`src/rtl/alu_stage_pkg.sv`:
```
// Shared constants for the ALU operand/writeback stage.
// Holds the instruction field layout, the hard-wired zero register index and
// the default datapath widths used by alu_operand_stage and reg_file.
package alu_stage_pkg;

    // Default widths; DEF_DW and DEF_OPW must match the downstream ALU
    localparam int unsigned DEF_DW  = 8;
    localparam int unsigned DEF_RN  = 8;
    localparam int unsigned DEF_AW  = 3;
    localparam int unsigned DEF_OPW = 3;
    localparam int unsigned IW      = 16;

    // Instruction layout: [15:13] op, [12:10] rd, [9:7] rs1, [6:4] rs2, [3:0] reserved
    localparam int unsigned OP_HI  = 15;
    localparam int unsigned OP_LO  = 13;
    localparam int unsigned RD_HI  = 12;
    localparam int unsigned RD_LO  = 10;
    localparam int unsigned RS1_HI = 9;
    localparam int unsigned RS1_LO = 7;
    localparam int unsigned RS2_HI = 6;
    localparam int unsigned RS2_LO = 4;
    localparam int unsigned RSV_HI = 3;
    localparam int unsigned RSV_LO = 0;

    // r0 always reads zero and ignores writes
    localparam logic [DEF_AW-1:0] ZERO_REG = '0;

    // Decoded instruction payload
    typedef struct packed {
        logic [2:0] op;
        logic [2:0] rd;
        logic [2:0] rs1;
        logic [2:0] rs2;
        logic [3:0] rsvd;
    } instr_t;

endpackage : alu_stage_pkg

```
`src/rtl/alu_operand_stage_reg_file.sv`:
```
// reg_file: RN x DW register file with two combinational read ports and one
// write port. Register 0 is hard-wired to zero: reads return 0, writes drop.
// Ports:
//   clk, rst_n          clock, async active-low reset (clears all registers)
//   we, waddr, wdata    write port, lands at the rising edge
//   raddr1, rdata1_c    read port 1 (combinational)
//   raddr2, rdata2_c    read port 2 (combinational)
module reg_file
    import alu_stage_pkg::*;
#(
    parameter int unsigned DW = DEF_DW,
    parameter int unsigned RN = DEF_RN,
    parameter int unsigned AW = DEF_AW
) (
    input  logic          clk,
    input  logic          rst_n,
    input  logic          we,
    input  logic [AW-1:0] waddr,
    input  logic [DW-1:0] wdata,
    input  logic [AW-1:0] raddr1,
    output logic [DW-1:0] rdata1_c,
    input  logic [AW-1:0] raddr2,
    output logic [DW-1:0] rdata2_c
);

    logic [DW-1:0] mem [RN];

    // Storage; r0 write suppressed here as a second line of defence
    always_ff @(posedge clk or negedge rst_n) begin
        if (!rst_n) begin
            for (int i = 0; i < int'(RN); i++) begin
                mem[i] <= '0;
            end
        end else if (we && (waddr != AW'(ZERO_REG))) begin
            mem[waddr] <= wdata;
        end
    end

    // Read ports
    always_comb begin
        rdata1_c = (raddr1 == AW'(ZERO_REG)) ? '0 : mem[raddr1];
        rdata2_c = (raddr2 == AW'(ZERO_REG)) ? '0 : mem[raddr2];
    end

endmodule : reg_file

```
`src/rtl/alu_operand_stage.sv`:
```
// alu_operand_stage: issue/writeback stage in front of the 8-bit ALU.
// Accepts reg-reg instructions over valid/ready, reads operands (with EX
// forwarding), drives registered ALU operands/select, and one cycle later
// captures the ALU result and zero flag and writes the result back.
// Ports:
//   clk, rst_n                 clock, async active-low reset
//   instr, instr_valid         instruction and its valid
//   instr_ready                combinational: low while ld_en is asserted
//   ld_en, ld_addr, ld_data    external register load
//   alu_in1, alu_in2, alu_sel  registered ALU operands and op select
//   alu_out, alu_z             ALU result and zero flag (combinational ALU)
//   res_valid, res_data, res_rd  one-cycle writeback report
//   z_flag                     zero flag of the last completed instruction
module alu_operand_stage
    import alu_stage_pkg::*;
#(
    parameter  int unsigned DW  = DEF_DW,
    parameter  int unsigned RN  = DEF_RN,
    parameter  int unsigned OPW = DEF_OPW,
    localparam int unsigned AW  = $clog2(RN)
) (
    input  logic           clk,
    input  logic           rst_n,
    input  logic [IW-1:0]  instr,
    input  logic           instr_valid,
    output logic           instr_ready,
    input  logic           ld_en,
    input  logic [AW-1:0]  ld_addr,
    input  logic [DW-1:0]  ld_data,
    output logic [DW-1:0]  alu_in1,
    output logic [DW-1:0]  alu_in2,
    output logic [OPW-1:0] alu_sel,
    input  logic [DW-1:0]  alu_out,
    input  logic           alu_z,
    output logic           res_valid,
    output logic [DW-1:0]  res_data,
    output logic [AW-1:0]  res_rd,
    output logic           z_flag
);

    localparam logic [AW-1:0] R0 = AW'(ZERO_REG);

    // Decoded instruction fields
    logic [OPW-1:0] dec_op;
    logic [AW-1:0]  dec_rd;
    logic [AW-1:0]  dec_rs1;
    logic [AW-1:0]  dec_rs2;
    logic           unused_rsvd;

    assign dec_op      = OPW'(instr[OP_HI:OP_LO]);
    assign dec_rd      = AW'(instr[RD_HI:RD_LO]);
    assign dec_rs1     = AW'(instr[RS1_HI:RS1_LO]);
    assign dec_rs2     = AW'(instr[RS2_HI:RS2_LO]);
    assign unused_rsvd = ^instr[RSV_HI:RSV_LO];

    // EX stage state
    logic          ex_valid;
    logic [AW-1:0] ex_rd;

    // Deferred EX writeback: when an ld and an EX writeback target different
    // registers in the same cycle, the ld takes the single write port and the
    // EX result is parked here and drained on the next non-ld cycle.
    logic          pend_valid;
    logic [AW-1:0] pend_rd;
    logic [DW-1:0] pend_data;

    logic          issue;
    logic          ld_wr;
    logic          ex_wr;
    logic          rf_we;
    logic [AW-1:0] rf_waddr;
    logic [DW-1:0] rf_wdata;
    logic [DW-1:0] rf_rdata1;
    logic [DW-1:0] rf_rdata2;
    logic          pend_set;
    logic          pend_clr;
    logic [DW-1:0] opnd1_c;
    logic [DW-1:0] opnd2_c;

    assign instr_ready = !ld_en;
    assign issue       = instr_valid && instr_ready;
    assign ld_wr       = ld_en && (ld_addr != R0);
    assign ex_wr       = ex_valid && (ex_rd != R0);

    reg_file #(
        .DW (DW),
        .RN (RN),
        .AW (AW)
    ) u_reg_file (
        .clk      (clk),
        .rst_n    (rst_n),
        .we       (rf_we),
        .waddr    (rf_waddr),
        .wdata    (rf_wdata),
        .raddr1   (dec_rs1),
        .rdata1_c (rf_rdata1),
        .raddr2   (dec_rs2),
        .rdata2_c (rf_rdata2)
    );

    // Operand select: r0, then EX forward, then parked writeback, then regfile.
    // A parked writeback and a valid EX stage never coexist: parking only
    // happens on an ld cycle, which blocks issue.
    function automatic logic [DW-1:0] pick_operand(
        input logic [AW-1:0] rs,
        input logic [DW-1:0] rf_val,
        input logic          fwd_ex,
        input logic [AW-1:0] fwd_ex_rd,
        input logic [DW-1:0] fwd_ex_data,
        input logic          fwd_pd,
        input logic [AW-1:0] fwd_pd_rd,
        input logic [DW-1:0] fwd_pd_data
    );
        logic [DW-1:0] val;
        val = rf_val;
        if (rs == R0) begin
            val = '0;
        end else if (fwd_ex && (fwd_ex_rd == rs)) begin
            val = fwd_ex_data;
        end else if (fwd_pd && (fwd_pd_rd == rs)) begin
            val = fwd_pd_data;
        end
        return val;
    endfunction

    always_comb begin
        opnd1_c = pick_operand(dec_rs1, rf_rdata1, ex_valid, ex_rd, alu_out,
                               pend_valid, pend_rd, pend_data);
        opnd2_c = pick_operand(dec_rs2, rf_rdata2, ex_valid, ex_rd, alu_out,
                               pend_valid, pend_rd, pend_data);
    end

    // Write-port arbitration: ld wins; parked result drains before new EX data
    always_comb begin
        rf_we    = 1'b0;
        rf_waddr = '0;
        rf_wdata = '0;
        pend_set = 1'b0;
        pend_clr = 1'b0;
        if (ld_wr) begin
            rf_we    = 1'b1;
            rf_waddr = ld_addr;
            rf_wdata = ld_data;
            if (ex_wr && (ex_rd != ld_addr)) begin
                pend_set = 1'b1;
            end else if (pend_valid && (pend_rd == ld_addr)) begin
                // Newer ld supersedes the parked value for the same register
                pend_clr = 1'b1;
            end
        end else if (pend_valid) begin
            rf_we    = 1'b1;
            rf_waddr = pend_rd;
            rf_wdata = pend_data;
            pend_clr = 1'b1;
        end else if (ex_wr) begin
            rf_we    = 1'b1;
            rf_waddr = ex_rd;
            rf_wdata = alu_out;
        end
    end

    // Parked writeback register
    always_ff @(posedge clk or negedge rst_n) begin
        if (!rst_n) begin
            pend_valid <= 1'b0;
            pend_rd    <= '0;
            pend_data  <= '0;
        end else if (pend_set) begin
            pend_valid <= 1'b1;
            pend_rd    <= ex_rd;
            pend_data  <= alu_out;
        end else if (pend_clr) begin
            pend_valid <= 1'b0;
        end
    end

    // Issue: register operands and op; operands hold when nothing issues
    always_ff @(posedge clk or negedge rst_n) begin
        if (!rst_n) begin
            ex_valid <= 1'b0;
            ex_rd    <= '0;
            alu_in1  <= '0;
            alu_in2  <= '0;
            alu_sel  <= '0;
        end else begin
            ex_valid <= issue;
            if (issue) begin
                ex_rd   <= dec_rd;
                alu_in1 <= opnd1_c;
                alu_in2 <= opnd2_c;
                alu_sel <= dec_op;
            end
        end
    end

    // Writeback report; rd==0 still reports and updates the zero flag
    always_ff @(posedge clk or negedge rst_n) begin
        if (!rst_n) begin
            res_valid <= 1'b0;
            res_data  <= '0;
            res_rd    <= '0;
            z_flag    <= 1'b0;
        end else begin
            res_valid <= ex_valid;
            if (ex_valid) begin
                res_data <= alu_out;
                res_rd   <= ex_rd;
                z_flag   <= alu_z;
            end
        end
    end

endmodule : alu_operand_stage
```
`config.mk`:
```
export PLATFORM = sky130hd
export DESIGN_NAME = alu_operand_stage
export DESIGN_NICKNAME = d
export VERILOG_FILES = /design/src/rtl/alu_stage_pkg.sv /design/src/rtl/alu_operand_stage_reg_file.sv /design/src/rtl/alu_operand_stage.sv
export SDC_FILE = /design/constraint.sdc
export NUM_CORES = 1
export LEC_CHECK = 0
export ABC_CLOCK_PERIOD_IN_PS = 3050
export BUFFER_PORTS_ARGS = -buffer_cell sky130_fd_sc_hd__buf_2
export CELL_PAD_IN_SITES_DETAIL_PLACEMENT = 1
export CELL_PAD_IN_SITES_GLOBAL_PLACEMENT = 1
export CORE_AREA = 3 3 161 100
export DETAILED_ROUTE_END_ITERATION = 8
export DIE_AREA = 0 0 164 103
export GPL_TIMING_DRIVEN = 1
export PLACE_DENSITY_LB_ADDON = 0.1
export SYNTH_ARGS = -nofsm -noshare
export SYNTH_HDL_FRONTEND = slang
export SYNTH_SLANG_ARGS = --single-unit
```
`constraint.sdc`:
```
create_clock -name clk -period 3.05 [get_ports clk]
set_clock_uncertainty 0.1 [all_clocks]
set_input_delay 0.305 -clock clk [delete_from_list [all_inputs] [get_ports clk]]
set_output_delay 0.305 -clock clk [all_outputs]
set_load 0.01 [all_outputs]
```
=== Word level (Yosys, flattened, before mapping) ===
Cells that the tools add are included.

* Register bits: 112
* Input bits: 40
* Output and inout port bits: 33
* Logic and storage cells: 83

* Magnitude comparators: 4
* Equality and inequality tests: 6
* Mux-type cells: 32
* Bitwise gates (word level): 3
* Reductions and logical operators: 18

{| class="wikitable"
|+ Operator list
! cell !! number
|-
| 8-bit two-way mux || 14
|-
| 64-bit bitwise mux || 1
|-
| 8-bit binary-select mux with 3-bit select || 2
|-
| 8-bit demux with 3-bit select || 1
|-
| 3-bit == test || 5
|-
| 4-bit greater-or-equal comparator, second input constant || 3
|-
| 3-bit inverter with 4-bit output || 3
|-
| 1-bit logical AND || 11
|-
| 1-bit two-way mux || 11
|-
| 3-bit two-way mux || 3
|-
| 3-bit nonzero test || 3
|-
| 3-bit zero test || 2
|-
| 4-bit by 1-bit less-than comparator with 1-bit output, second input constant || 1
|-
| 3-bit inequality test || 1
|-
| 2-bit nonzero test || 1
|-
| 1-bit zero test || 1
|}

=== Logic depth before layout (Yosys ltp) ===
* Depth in word-level cells: 11
* Gate-level depth with buffers: 8
* Mapped depth without buffers: 5

=== Hierarchy ===
A second synthesis with hierarchy kept.

* Cell total of the unflattened synthesis: 471
* Area, all modules: 5785.5 µm²

{| class="wikitable"
|+ Modules (own cells, without submodules)
! module !! instances !! cells each !! area each (µm²) !! sequential area each (µm²)
|-
| reg_file || 1 || 238 || 3190.6 || 1401.3
|-
| alu_operand_stage || 1 || 233 || 2595.0 || 1201.2
|}

=== Worst setup path after synthesis ===
No wires, ideal clock.

* Kind: reg2reg
* Start: reg ex_rd[1]
* End: reg u_reg_file.mem[10] (netlist bit)
* Setup time: 125 ps
* Arrival time: 1831 ps
* Data required time: 2825 ps
* Path slack: 994 ps
* Cell stages (with the launch flop): 7
* Path buffers: 1
* Period minus slack after synthesis: 2056 ps
* Cell sequence: dfrtp_1 buf_2 o31a_1 o21ai_2 nor3_1 o21ai_2 mux2_2

* Cells in the longest elaborated chain, start to end: 11
* Elaborated cells between the ends (all ways): 20
* Classes of those cells: order compare (2); mux (12); bitwise (1); reduce/logical (5)

{| class="wikitable"
|+ Ends and longest elaborated chain
! element !! line !! source
|-
| start, declared || alu_operand_stage.sv:58 || <nowiki>logic [AW-1:0] ex_rd;</nowiki>
|-
| start signal, assigned || alu_operand_stage.sv:188 || <nowiki>ex_rd <= dec_rd;</nowiki>
|-
| 3-bit nonzero test || alu_operand_stage.sv:83 || <nowiki>assign ex_wr = ex_valid && (ex_rd != R0);</nowiki>
|-
| 1-bit logical AND || alu_operand_stage.sv:83 ||
|-
| 3-bit two-way mux || alu_operand_stage.sv:155 || <nowiki>end else if (ex_wr) begin</nowiki>
|-
| 3-bit two-way mux || alu_operand_stage.sv:150 || <nowiki>end else if (pend_valid) begin</nowiki>
|-
| 3-bit two-way mux || alu_operand_stage.sv:140 || <nowiki>if (ld_wr) begin</nowiki>
|-
| 3-bit inverter with 4-bit output (implied by the code) || alu_operand_stage_reg_file.sv:35 || <nowiki>mem[waddr] <= wdata;</nowiki>
|-
| 4-bit greater-or-equal comparator (implied by the code) or 4-bit by 1-bit less-than comparator with 1-bit output (tied branches) || alu_operand_stage_reg_file.sv:35 ||
|-
| 1-bit logical AND (implied by the code) || alu_operand_stage_reg_file.sv:35 ||
|-
| 8-bit two-way mux (implied by the code) || alu_operand_stage_reg_file.sv:35 ||
|-
| 8-bit demux with 3-bit select || alu_operand_stage_reg_file.sv:35 ||
|-
| 64-bit bitwise mux || alu_operand_stage_reg_file.sv:35 ||
|-
| end signal, assigned by index || alu_operand_stage_reg_file.sv:35 ||
|-
| end, declared || alu_operand_stage_reg_file.sv:26 || <nowiki>logic [DW-1:0] mem [RN];</nowiki>
|}

Several ways; a longest one is shown, not always the timed one.
A chain may end at the register's enable or synchronous reset.

=== Worst setup path after layout ===
* Start: reg ex_valid
* End: reg u_reg_file.mem[4] (netlist bit)

* Cells in the longest elaborated chain, start to end: 10
* Elaborated cells between the ends (all ways): 19
* Classes of those cells: order compare (2); mux (12); bitwise (1); reduce/logical (4)

{| class="wikitable"
|+ Ends and longest elaborated chain
! element !! line !! source
|-
| start, declared || alu_operand_stage.sv:57 || <nowiki>logic ex_valid;</nowiki>
|-
| start signal, assigned || alu_operand_stage.sv:186 || <nowiki>ex_valid <= issue;</nowiki>
|-
| 1-bit logical AND * || alu_operand_stage.sv:83 ||
|-
| 3-bit two-way mux || alu_operand_stage.sv:155 ||
|-
| 3-bit two-way mux || alu_operand_stage.sv:150 ||
|-
| 3-bit two-way mux || alu_operand_stage.sv:140 ||
|-
| 3-bit inverter with 4-bit output (implied by the code) || alu_operand_stage_reg_file.sv:35 ||
|-
| 4-bit greater-or-equal comparator (implied by the code) or 4-bit by 1-bit less-than comparator with 1-bit output (tied branches) || alu_operand_stage_reg_file.sv:35 ||
|-
| 1-bit logical AND (implied by the code) || alu_operand_stage_reg_file.sv:35 ||
|-
| 8-bit two-way mux (implied by the code) || alu_operand_stage_reg_file.sv:35 ||
|-
| 8-bit demux with 3-bit select || alu_operand_stage_reg_file.sv:35 ||
|-
| 64-bit bitwise mux || alu_operand_stage_reg_file.sv:35 ||
|}

Mark *: on every way between the ends. The rest lies on a longest branch, timed or not.

==> results by group <==
Placed design
  • Number of port buffers: 68
  • RePlAce Congestion: 0.8447
  • DP Wirelength: 11720 um
  • Placed insts: 710

Drt
  • Via count: 4012
  • Detailed Route WL: 16160 um
  • Post-DRT Antenna Nets: 0
  • Via/cell ratio: 5.519
  • DRT iter0 DRCs: 224
  • Drt wl/cell: approximately 22 um
  • Final routed DRC violation total: 0
  • Pre-antenna DRT Iters: 4

Die
  • Starting density of the core: roughly 40%
  • Die Height: approximately 100 um
  • Core box area: 14590 um^2
  • Num rows: 34
  • Chip width: between 150 and 200 um
  • I/O pins: 73
  • Die ar.: 16890 um^2

Timing
  • Slew headroom: around two fifths
  • Slew Viols, Final: 0
  • Final setup vio count: 0
  • RSZ-0062 raised after global routing: no
  • Fin crit share: 82.28%
  • Clock period minus worst slack: 2.510 ns
  • Worst-Margin Slew: 0.8771 ns
  • Hold WS: ~0.05 ns
  • Max Fclk: 398.5 MHz
  • Final-report hold violation count: 0
  • Fin Setup TNS: 0 ns

Clocking
  • Clock Path Buffers: 2
  • CTS buffer count: 9
  • CTS root buffer: clkbuf_16
  • CTS tree: built
  • Postcts setup bufs: 0
  • Post-CTS Resized: 0
  • Clk slew on worst S/H paths: 0.07 ns
  • Clock sinks: approximately 110
  • Worst-Skew Late Latency: 0.34 ns
  • Hold buffers post-CTS: 1
  • H-tree depth: 3

Synthesis
  • Syn Nets: 506
  • FF+latch count, synth: between 100 and 150
  • Ys Warns: 0
  • Mapped Cells: 466
  • Syn_area_per_cell: 12.57 um^2
  • Netlist cell types: 36
  • Synth area leaders: dfrtp_1, mux2_2, mux4_2, o21ai_0, mux2i_1
  • Top cell type's share of synthesized area: 47.84%
  • Post-Syn Area: 5858 um^2
  • Sequential area share after synthesis: ~48%
  • Yosys top cell by area: dfrtp_1

Worst setup path
  • Worst setup EP type: register
  • CP Max Fanout: 11
  • Crit path DAT: 2.64 ns
  • Worst path required time: 3.18 ns
  • Startpoint types: register
  • CP max stage delay: 0.61 ns
  • CP max stage cell: dfrtp_1
  • Crit path cell chain: nand2_1 > o21ai_0 > a31oi_1 > nand2b_1 > mux2_2
  • Crit path kind: register to register

GRT
  • Number of global-route vias before repair: 4355
  • Largest net degree at the start of global routing: 48
  • Initial antenna violation count: 0
  • GRT Resource Usage Total: 20.05%
  • Gr ovfl total: 0
  • First-pass GRT wire length: 25450 um

Pwr
  • Power after layout: 4.489 mW
  • Maximum VDD drop: between 0.0002 and 0.0003 V
  • PwrDens: ~670 nW/um^2
  • Leakage: 3.070 nW

Finish
  • Nets: 564
  • Share of cells above drive strength 1: a little over two fifths
  • Fillers: approximately 1500
  • Finished Layout Cells: 727
  • Register area: 2803 um^2
  • Synthesis-to-layout area growth: 14.05%
  • ANT cells: 0
  • Footprint of the multi-input gates: 2844 um^2

Run status
  • Status: complete, no violations

Job
  • Max Cap Violations: 0

Worst hold path
  • HP Class: primary input to register
==> cell usage after synthesis <==
cell	n
or2_1	1
o31ai_4	1
nand4_1	4
buf_4	1
xor2_1	3
a21o_1	5
nand2b_1	3
clkbuf_2	1
o21ai_2	3
or2_2	1
o21ai_1	1
a21oi_1	8
mux2i_1	21
inv_1	8
nor2_1	5
xnor2_1	15
a31oi_1	2
o32ai_4	1
o21ai_0	43
nand3_1	2
buf_2	18
dfrtp_1	112
o311ai_0	1
buf_1	3
nor3_1	6
mux2_2	84
buf_6	1
nand2_1	49
and3_1	1
clkbuf_1	15
o211ai_1	1
o21a_1	2
nor2_2	3
a22oi_1	8
o31a_1	1
mux4_2	32
==> layout by cell type (no fill, tap or decap), types with 2 or more instances in the layout <==
master       n
a22oi_1      8
a21o_1       5
o21ai_0     43
nor3_1       6
mux2i_1     21
nand3_1      2
clkinv_2     3
nand2b_1     3
nor2_2       3
dfrtp_1    112
o21ai_2      3
a21oi_1      8
mux4_2      32
inv_1        8
clkbuf_16    9
a31oi_1      2
buf_4       17
xnor2_1     15
nor2_1       5
clkbuf_1     2
o21a_1       2
nand2_1     49
xor2_1       3
buf_2       67
mux2_2      84
nand4_1      4
==> stage by stage <==
stage | cell area, um^2 | worst slack (ns) | utilization, %
final | 6681 | 0.5404 | 45.79
after global placement | 6407 | 0.6265 | 43.91
after detailed placement | 6407 | 0.5535 | 43.91
after global routing | 6681 | 0.3782 | 45.79
after CTS | 6681 | 0.5299 | 45.79
after floorplan | 5858 | 0.9941 | -
==> layer usage <==
layer	vias to the layer above	wire (um)	track usage [%]	share of wire, %
met5	-	0	0	0
met4	0	58	3.639	0.36
met3	4	537	3.332	3.3
met2	67	7579	31.88	47
met1	2124	7987	29.45	49
li1	1817	-	-	-
==> layout make-up <==
| class | count | area share [%] |
|---|---|---|
| Multi-Input combinational cell | 307 | 42.57 |
| Inverter | 8 | 0.4494 |
| Timing Repair Buffer | 86 | 7.378 |
| Sequential cell | 112 | 41.95 |
| Clock inverter | 5 | 0.4682 |
| Clock buffer | 11 | 3.483 |
| Tap cell | 198 | 3.708 |
==> final timing paths <==
| check | from | to | slack [ns] | depth (start not counted) |
|---|---|---|---|---|
| min reg2reg | u_reg_file.mem[56]$_DFFE_PN0P_ | u_reg_file.mem[56]$_DFFE_PN0P_ | 0.30 | 0 |
| max | ex_valid$_DFF_PN0_ | u_reg_file.mem[4]$_DFFE_PN0P_ | 0.54 | 5 |
| max reg2reg | ex_valid$_DFF_PN0_ | u_reg_file.mem[4]$_DFFE_PN0P_ | 0.54 | 5 |
| max in group asynchronous | rst_n | alu_in1[1]$_DFFE_PN0P_ | 1.71 | 3 |
| min in group asynchronous | rst_n | u_reg_file.mem[52]$_DFFE_PN0P_ | 0.42 | 2 |
| min | instr[10] | ex_rd[0]$_DFFE_PN0P_ | 0.05 | 3 |
==> flip-flops by register name (all words and copies together), names as in the netlist <==
register and count:
res_rd 3, pend_rd 3, ex_valid 1, res_data 8, alu_sel 3, pend_valid 1
ex_rd 3, z_flag 1, alu_in2 8, u_reg_file.mem 64, res_valid 1, pend_data 8
alu_in1 8
==> report_power, final <==
part	switching [mW]	total [mW]	internal, mW	leakage, nW
registers	0.325	2.19	1.87	1.44
clock network	0.528	1.08	0.555	0.130
logic	0.521	1.21	0.690	1.50
==> critical path, delay by kind of cell, from the launching register on <==
kind,cells,cell delay [ns]
compound gates,2,0.61
flops,1,0.61
mux,1,0.41
simple gates,2,0.66
==> kinds of logic after synthesis <==
kind of cell / count (synthesis) / synth area share [%]
flops: 112 / 47.84
simple gates: 75 / 5.532
xor+xnor: 18 / 2.691
mux: 137 / 32.04
buf+inv: 47 / 3.610
compound gates: 77 / 8.287
(Power assumes the default switching activity.)
